### src/rtl/pipeline_ctrl_pkg.sv
// Shared types and constants for the integer-pipeline stall/flush scheduler.
// Register-file address width, scheduler states and default memory timeout live here.
package pipeline_ctrl_pkg;

  localparam int ASIZE       = 5;
  localparam int TIMEOUT_DEF = 16;

  typedef enum logic [1:0] {
    RUN      = 2'd0,
    MEM_WAIT = 2'd1,
    ERR      = 2'd2
  } pstate_t;

  // Source operands of the instruction sitting in ID
  typedef struct packed {
    logic [ASIZE-1:0] rs1;
    logic [ASIZE-1:0] rs2;
    logic             uses_rs1;
    logic             uses_rs2;
  } id_src_t;

  // Destination of the instruction sitting in EX
  typedef struct packed {
    logic             wen;
    logic             mem_to_reg;
    logic [ASIZE-1:0] waddr;
  } ex_dst_t;

  // Pipeline register controls, PC first
  typedef struct packed {
    logic pc_en;
    logic if_id_en;
    logic id_ex_en;
    logic ex_mem_en;
    logic mem_wb_en;
    logic if_id_flush;
    logic id_ex_flush;
    logic mem_wb_flush;
  } ctl_t;

  localparam ctl_t CTL_RUN    = 8'b11111_000;
  localparam ctl_t CTL_BRANCH = 8'b11111_110;
  localparam ctl_t CTL_LDUSE  = 8'b00111_010;
  // Front end frozen; MEM/WB keeps clocking in bubbles so WB never repeats
  localparam ctl_t CTL_MSTALL = 8'b00001_001;
  localparam ctl_t CTL_ERR    = 8'b00000_001;
  localparam ctl_t CTL_RST    = 8'b00000_111;

endpackage

### src/rtl/pipeline_ctrl_hazard_detect.sv
// Load-use hazard compare: EX load whose destination feeds an ID source operand.
// Purely combinational; r0 is hardwired so it never creates a dependency.
module pipeline_ctrl_hazard_detect
  import pipeline_ctrl_pkg::*;
(
  input  id_src_t id_src,
  input  ex_dst_t ex_dst,
  output logic    load_use
);

  logic ex_is_load;
  logic hit_rs1;
  logic hit_rs2;

  assign ex_is_load = ex_dst.mem_to_reg & ex_dst.wen & (ex_dst.waddr != '0);
  assign hit_rs1    = id_src.uses_rs1 & (id_src.rs1 == ex_dst.waddr);
  assign hit_rs2    = id_src.uses_rs2 & (id_src.rs2 == ex_dst.waddr);
  assign load_use   = ex_is_load & (hit_rs1 | hit_rs2);

endmodule

### src/rtl/pipeline_ctrl.sv
// Central stall/flush scheduler for the five-stage pipeline: load-use stalls,
// branch squash, data-memory wait freeze with timeout, and a stall-cycle counter.
module pipeline_ctrl
  import pipeline_ctrl_pkg::*;
#(
  parameter int TIMEOUT = TIMEOUT_DEF,
  parameter int CNT_W   = 16
) (
  input  logic             clk,
  input  logic             rst,
  input  logic [ASIZE-1:0] id_rs1,
  input  logic [ASIZE-1:0] id_rs2,
  input  logic             id_uses_rs1,
  input  logic             id_uses_rs2,
  input  logic             ex_wen,
  input  logic             ex_mem_to_reg,
  input  logic [ASIZE-1:0] ex_waddr,
  input  logic             ex_branch_taken,
  input  logic             mem_req,
  input  logic             mem_ack,
  output logic             dmem_req,
  output logic             pc_en,
  output logic             if_id_en,
  output logic             id_ex_en,
  output logic             ex_mem_en,
  output logic             mem_wb_en,
  output logic             if_id_flush,
  output logic             id_ex_flush,
  output logic             mem_wb_flush,
  output logic             mem_err,
  output logic [CNT_W-1:0] stall_cnt
);

  localparam int WC_W = (TIMEOUT < 2) ? 1 : $clog2(TIMEOUT + 1);
  localparam logic [WC_W-1:0] WC_MAX = WC_W'(TIMEOUT);

  pstate_t         state, state_nxt;
  logic [WC_W-1:0] wait_cnt, wait_cnt_nxt;
  ctl_t            ctl, ctl_sched;
  logic            load_use;
  logic            dmem_cmb;

  pipeline_ctrl_hazard_detect u_hazard (
    .id_src   ('{rs1: id_rs1, rs2: id_rs2, uses_rs1: id_uses_rs1, uses_rs2: id_uses_rs2}),
    .ex_dst   ('{wen: ex_wen, mem_to_reg: ex_mem_to_reg, waddr: ex_waddr}),
    .load_use (load_use)
  );

  // Front-end hazards; branch beats load-use since the stalled ID op is wrong-path anyway
  always_comb begin
    ctl_sched = CTL_RUN;
    if (ex_branch_taken)
      ctl_sched = CTL_BRANCH;
    else if (load_use)
      ctl_sched = CTL_LDUSE;
  end

  always_ff @(posedge clk or posedge rst) begin
    if (rst) begin
      state    <= RUN;
      wait_cnt <= '0;
    end else begin
      state    <= state_nxt;
      wait_cnt <= wait_cnt_nxt;
    end
  end

  always_comb begin
    state_nxt    = state;
    wait_cnt_nxt = wait_cnt;
    ctl          = CTL_MSTALL;
    dmem_cmb     = 1'b0;
    case (state)
      RUN: begin
        dmem_cmb = mem_req;
        if (mem_req && !mem_ack) begin
          state_nxt    = MEM_WAIT;
          wait_cnt_nxt = WC_W'(1);
        end else begin
          ctl = ctl_sched;
        end
      end
      MEM_WAIT: begin
        dmem_cmb = mem_req;
        // A dropped request is treated as completion; ack also wins over timeout
        if (mem_ack || !mem_req) begin
          ctl          = ctl_sched;
          state_nxt    = RUN;
          wait_cnt_nxt = '0;
        end else if (wait_cnt == WC_MAX) begin
          state_nxt = ERR;
        end else begin
          wait_cnt_nxt = wait_cnt + WC_W'(1);
        end
      end
      ERR: begin
        ctl = CTL_ERR;
      end
      default: begin
        state_nxt    = RUN;
        wait_cnt_nxt = '0;
      end
    endcase
    if (rst) begin
      ctl      = CTL_RST;
      dmem_cmb = 1'b0;
    end
  end

  assign pc_en        = ctl.pc_en;
  assign if_id_en     = ctl.if_id_en;
  assign id_ex_en     = ctl.id_ex_en;
  assign ex_mem_en    = ctl.ex_mem_en;
  assign mem_wb_en    = ctl.mem_wb_en;
  assign if_id_flush  = ctl.if_id_flush;
  assign id_ex_flush  = ctl.id_ex_flush;
  assign mem_wb_flush = ctl.mem_wb_flush;
  assign dmem_req     = dmem_cmb;
  assign mem_err      = (state == ERR);

  always_ff @(posedge clk or posedge rst) begin
    if (rst)
      stall_cnt <= '0;
    else if (!ctl.pc_en && (stall_cnt != '1))
      stall_cnt <= stall_cnt + CNT_W'(1);
  end

endmodule

### config.mk
export PLATFORM = sky130hd
export DESIGN_NAME = pipeline_ctrl
export DESIGN_NICKNAME = d
export VERILOG_FILES = /design/src/rtl/pipeline_ctrl_pkg.sv /design/src/rtl/pipeline_ctrl_hazard_detect.sv /design/src/rtl/pipeline_ctrl.sv
export SDC_FILE = /design/constraint.sdc
export NUM_CORES = 1
export LEC_CHECK = 0
export CAP_MARGIN = 20
export CORE_ASPECT_RATIO = 0.7
export CORE_UTILIZATION = 40
export DETAILED_ROUTE_END_ITERATION = 12
export PLACE_DENSITY = 0.76
export SLEW_MARGIN = 20
export SYNTH_ARGS = -nofsm -noshare
export SYNTH_HDL_FRONTEND = slang
export SYNTH_SLANG_ARGS = --single-unit
### constraint.sdc
create_clock -name clk -period 1.8 [get_ports clk]
set_input_delay 0.18 -clock clk [delete_from_list [all_inputs] [get_ports clk]]
set_output_delay 0.18 -clock clk [all_outputs]
set_load 0.01 [all_outputs]
=== Word level (Yosys, flattened, before mapping) ===
Cells that the tools add are included.

* Input bits: 24
* Word-level logic and storage cells: 48
* Output and inout bits: 26
* Bits in registers: 23

* Reductions and logical operators: 11
* Mux-type cells: 16
* Equal/unequal tests: 9
* Bitwise logic cells: 7
* Add/subtract/negate cells: 2

{| class="wikitable"
|+ Operator list
! operator !! count
|-
| $mux 8 || 5
|-
| $pmux 8 s3 || 1
|-
| $add 16x1->16 const B || 1
|-
| $ne 16x16->1 const B || 1
|-
| $mux 5 || 3
|-
| $pmux 5 s3 || 1
|-
| $eq 5x5->1 || 2
|-
| $mux 2 || 3
|-
| $ne 3x3->1 const B || 2
|-
| $pmux 2 s3 || 1
|-
| $reduce_and 3->1 || 2
|-
| $add 5x1->5 const B || 1
|-
| $and 1x1->1 || 5
|-
| $eq 5x5->1 const B || 1
|-
| $reduce_bool 5->1 || 1
|-
| $logic_not 1->1 || 3
|-
| $eq 2x1->1 const B || 1
|-
| $eq 2x2->1 const B || 1
|-
| $logic_and 1x1->1 || 2
|-
| $logic_not 2->1 || 1
|-
| $mux 1 || 2
|-
| $ne 2x2->1 const B || 1
|-
| $reduce_or 2->1 || 1
|-
| $logic_or 1x1->1 || 1
|-
| 2 further kinds || 2
|}

=== Longest topological paths before layout ===
* Word-level depth: 11
* Mapped depth: 9
* Depth with buffers taken out: 8

=== Hierarchy ===
Synthesis repeated with hierarchy kept, for this count alone.

* Cells, all modules: 140
* Area total of the unflattened synthesis: 1453.9 um^2

{| class="wikitable"
|+ Modules (own cells, without submodules)
! module !! cells each !! sequential area each (um^2) !! times used !! area each (um^2)
|-
| pipeline_ctrl || 123 || 575.6 || 1 || 1318.8
|-
| pipeline_ctrl_hazard_detect || 17 || 0.0 || 1 || 135.1
|}

=== Least setup slack after synthesis ===
OpenSTA, ideal clock, no wires.

* Path kind: register to register
* Start: register stall_cnt[0]
* End: register stall_cnt[1]
* Required time: 1675 ps
* Path buffers: 0
* Path slack: -129 ps
* Clock period less this slack: 1929 ps
* Arrival time: 1804 ps
* Stages on the path, launching flop included: 7
* Library setup time: 125 ps
* Path through: dfrtp_1 -> ha_1 -> nand4_1 -> nor3_1 -> a211oi_2 -> a21oi_4 -> mux2_2

* Longest elaborated chain between the ends: 2
* Elaborated cells on any way between the ends: 3
* Classes of those cells: add/sub: 1; eq/ne: 1; reduce/logical: 1

{| class="wikitable"
|+ Ends and longest elaborated chain
! element !! RTL line !! text
|-
| from (decl) || pipeline_ctrl.sv:31 || <nowiki>output logic [CNT_W-1:0] stall_cnt</nowiki>
|-
| from (signal assigned) || pipeline_ctrl.sv:125 || <nowiki>stall_cnt <= stall_cnt + CNT_W'(1);</nowiki>
|-
| branches (longest 2 deep; another with $add 16x1->16) || - ||
|}

Parallel ways; which one is timed is not known.
A chain may end at the register's enable or synchronous reset.

=== Worst setup path in the final report ===
* Start: register stall_cnt[0]
* End: register stall_cnt[15]

The elaborated chain is that of the path after synthesis.

==> results summary <==
CTS built an H-tree with a depth of 1. The number of placement rows is 17. The starting DRC count in detailed routing is 89. The cell area after synthesis came out at 0.00136 mm^2. The overall routed net length came out at 4.09 mm.

During synthesis, Yosys emitted a total of 0 warnings. The post-route netlist has 31.8% of its cells at a drive strength greater than 1. The number of nets in the synthesized netlist is 177.

After clock tree synthesis, the clock-pin slew on the worst setup and hold paths is 90 ps. Counting flops and latches in the post-synthesis netlist gives 23. Setup repair after global routing could not meet its margin everywhere.

The data required time of the worst path came out at 1990 ps. The clock arrives with 6.10 ps of skew. The post-detailed-placement cell area is 0.00215 mm^2. The capturing element of the worst setup path is stall_cnt[15]. The initial core utilization came out at 42.6%. The sequential cell area fraction in the yosys report is 42.3%. The routed via count is 1,458. The leakage component of the power is 1.11 nW. The number of placed instances with taps included is 270. IR analysis of the VDD net gives a maximum drop of 0.825 mV.

The area fraction in and, or, nand and nor cells after synthesis came out at 25.1%. Summing all multi-input logic gate instances after layout gives 850 um^2. The flow ran to the end, but the final reports show violations. The placed wire-length estimate is 3.02 mm. The count of endpoints failing setup in the final report came out at 14.

The floorplan core area is 0.00319 mm^2. The global-route wire length before repair is 6.67 mm. The final critical-path setup slack is -154 ps.

The total routing usage reported by global routing came out at 24.0%. The kind of capture point of the worst setup path is a register. The total die area came out at 0.00364 mm^2. The count of unresolved DRC violations after routing came out at 0. The number of antenna violations at the first check in global routing is 0. In this run the critical register-to-register path is captured at stall_cnt[15]. The I/O pin count came out at 50. The clock tree buffer depth is 2.

The combined flip-flop and latch cell area came out at 577 um^2. Synthesis produced a netlist whose cell count is 150. The synthesized netlist devotes 16.1% of its cell area to XOR and XNOR gates. The floorplan step set the die height to 50.8 um.

The maximum number of pins on one net before global-route repair is 17. The largest fanout of any net on the critical path came out at 5. Dividing the detail-routed wire length by the instance count gives 14.5 um. The final number of hold-violating endpoints is 0. After layout, the worst path uses 109% of the clock period. The synthesized area divided by synthesized cell count is 9.07 um^2. Leaving out fill and tap cells, the most frequent cells in the layout are sky130_fd_sc_hd__buf_4, sky130_fd_sc_hd__clkdlybuf4s50_1, sky130_fd_sc_hd__dfrtp_1, sky130_fd_sc_hd__nor2_1, sky130_fd_sc_hd__nand2_1. In this run, CTS created clock tree buffers numbering 3.

The post-layout minimum cycle time is 1950 ps. The final count of pins violating max slew came out at 0. The TritonCTS clock tree is yes. The multiplexer share of the synthesized area came out at 0.828%. The number of antenna diodes came out at 0.

After clock tree synthesis, the flow added hold-fix buffers numbering 0. The global route total overflow came out at 0. The number of buffers inserted by port buffering is 49. The largest family of logic cells by synthesized area is simple AND/OR/NAND/NOR gates. The layout overhead on the synthesized area is 75.3%.

The highest achievable clock rate is 512 MHz. The root buffer cell chosen for the clock tree is sky130_fd_sc_hd__clkbuf_8. The via-per-instance ratio came out at 5.15. Hold is met by 288 ps. The worst register-to-register path begins at stall_cnt[0]. The clock insertion delay at the later pin of the skew report is 280 ps. The global placement routability congestion is 0.781. The worst slack at placement is -656 ps. The power per cell area came out at 1050 mW/mm^2. The number of search-and-repair iterations in the first detailed-routing pass came out at 4.

The share of the synthesized area in compound gates (AO/OA/AOI/OAI) came out at 9.02%. The post-route antenna net violation count is 0. The launching element type of the critical path is a register. The flop-to-flop setup slack came out at -150 ps.

The tool flagged a number of max-cap violations equal to 0. The logic depth of the worst register-to-register path came out at 8. The launch point of the critical path is stall_cnt[0]. The worst setup path is of the reg2reg kind. The most common cell after layout, fill and taps aside is sky130_fd_sc_hd__buf_4. The relative slew slack came out at 73.9%. The slew at the pin with the worst max-slew slack is 390 ps. The cell area after layout is 0.00238 mm^2.

The die extent in x came out at 71.7 um. The via count of the first global-routing pass came out at 1,486. The signal arrival time at the worst endpoint is 2140 ps. The path class of the tightest hold or removal check is in2async. Counting every sink on the clock net gives 23. The final non-filler cell total came out at 283. The total number of nets in the final design came out at 273. The number of different library cells in the post-synthesis netlist came out at 31. The share of synthesized cell area in full adder, half adder and majority cells is 2.76%.

After filler insertion, the fill cell instance count of the layout stands at 204. The final reports fail on setup timing.
==> cells by family (layout without fill, tap and decap cells) <==
family / after synthesis / after routing
simple gates: 70 / 70
fa+ha+maj: 3 / 3
mux: 1 / 1
buf+inv: 10 / 105
compound gates: 18 / 18
flops: 23 / 23
xor+xnor: 25 / 25
==> cells in the mapped netlist <==
cell	n	area share [%]
sky130_fd_sc_hd__nor2_1	19	5.2
sky130_fd_sc_hd__a21oi_4	1	1.2
sky130_fd_sc_hd__and4_1	2	1.3
sky130_fd_sc_hd__mux2_2	1	0.83
sky130_fd_sc_hd__xor2_1	13	8.4
sky130_fd_sc_hd__nand3_1	8	2.9
sky130_fd_sc_hd__ha_1	3	2.8
sky130_fd_sc_hd__and3_1	4	1.8
sky130_fd_sc_hd__o22ai_1	2	0.92
sky130_fd_sc_hd__nor2b_1	1	0.46
sky130_fd_sc_hd__a21oi_1	3	1.1
sky130_fd_sc_hd__inv_1	7	1.9
sky130_fd_sc_hd__nand2b_1	1	0.46
sky130_fd_sc_hd__nor3b_1	1	0.55
sky130_fd_sc_hd__nand4_1	7	3.2
sky130_fd_sc_hd__nor4_1	1	0.46
sky130_fd_sc_hd__buf_6	1	0.83
sky130_fd_sc_hd__nor3_1	7	2.6
sky130_fd_sc_hd__a31oi_1	1	0.46
sky130_fd_sc_hd__a211oi_2	1	0.92
sky130_fd_sc_hd__xnor2_1	12	7.7
sky130_fd_sc_hd__a21boi_0	1	0.55
sky130_fd_sc_hd__or2_2	2	0.92
sky130_fd_sc_hd__and2_1	1	0.46
sky130_fd_sc_hd__buf_4	2	1.1
sky130_fd_sc_hd__o211ai_2	1	0.92
sky130_fd_sc_hd__dfrtp_1	23	42
sky130_fd_sc_hd__nand2_1	15	4.1
sky130_fd_sc_hd__o21ai_1	1	0.37
sky130_fd_sc_hd__o21ai_0	7	2.6
sky130_fd_sc_hd__or4_1	1	0.55
==> through the flow <==
| stage | TNS [ps] | util (%) | total power (W) |
|---|---|---|---|
| floorplan | -76.5 | - | 0.00127 |
| global placement | -7910 | 67.5 | 0.00198 |
| detailed placement | -9070 | 67.5 | 0.00203 |
| CTS | -1590 | 72.5 | 0.00244 |
| global route | -2750 | 74.7 | 0.00264 |
| finish | -1480 | 74.7 | 0.00250 |
==> metal layers <==
metal / GRT usage (%) / vias to the layer above / routed length, um
met5: 0 / - / 0
met4: 4.90 / 0 / 36
met3: 7.23 / 8 / 291
met2: 42.9 / 39 / 1990
met1: 28.7 / 710 / 1780
li1: - / 701 / -
==> where the power goes <==
group          switching [W]  internal, W
Clock               0.000183     0.000157
Combinational       0.000613     0.000764
Sequential          0.000106     0.000677
==> final cells by class <==
cell class	instances	area share [%]
multi-input combinational	117	35.6
timing repair buffer	94	34.9
sequential	23	24.2
tap	38	1.99
clock buffer	3	1.73
inverter	7	1.26
clock inverter	1	0.315
==> critical path, stage by stage (launching register included) <==
cell	delay (ps)
sky130_fd_sc_hd__dfrtp_2	430
sky130_fd_sc_hd__ha_4	160
sky130_fd_sc_hd__nand4_1	190
sky130_fd_sc_hd__nor3_4	100
sky130_fd_sc_hd__a211oi_4	280
sky130_fd_sc_hd__a21oi_4	120
sky130_fd_sc_hd__buf_6	150
sky130_fd_sc_hd__nor4_4	220
sky130_fd_sc_hd__xor2_1	200
==> timing repair <==
action                     CTS  global route
buffers inserted             8             2
resized for setup           39            23
setup endpoints to repair   23            21
pin swaps                    9            17
hold endpoints to repair     0             0
==> registers in the layout, indices dropped and copies added (netlist names) <==
| signal | count |
|---|---|
| stall_cnt | 16 |
| state | 2 |
| wait_cnt | 5 |
==> how the worst min path moves through the flow <==
stage,to,slack [ps],depth (start not counted)
after CTS,stall_cnt[14],300,3
final,stall_cnt[14],290,3
after floorplan,stall_cnt[10],60,1
after detailed placement,stall_cnt[15],490,1
after global routing,stall_cnt[14],310,3
after global placement,stall_cnt[15],480,1
(Power assumes the default switching activity.)
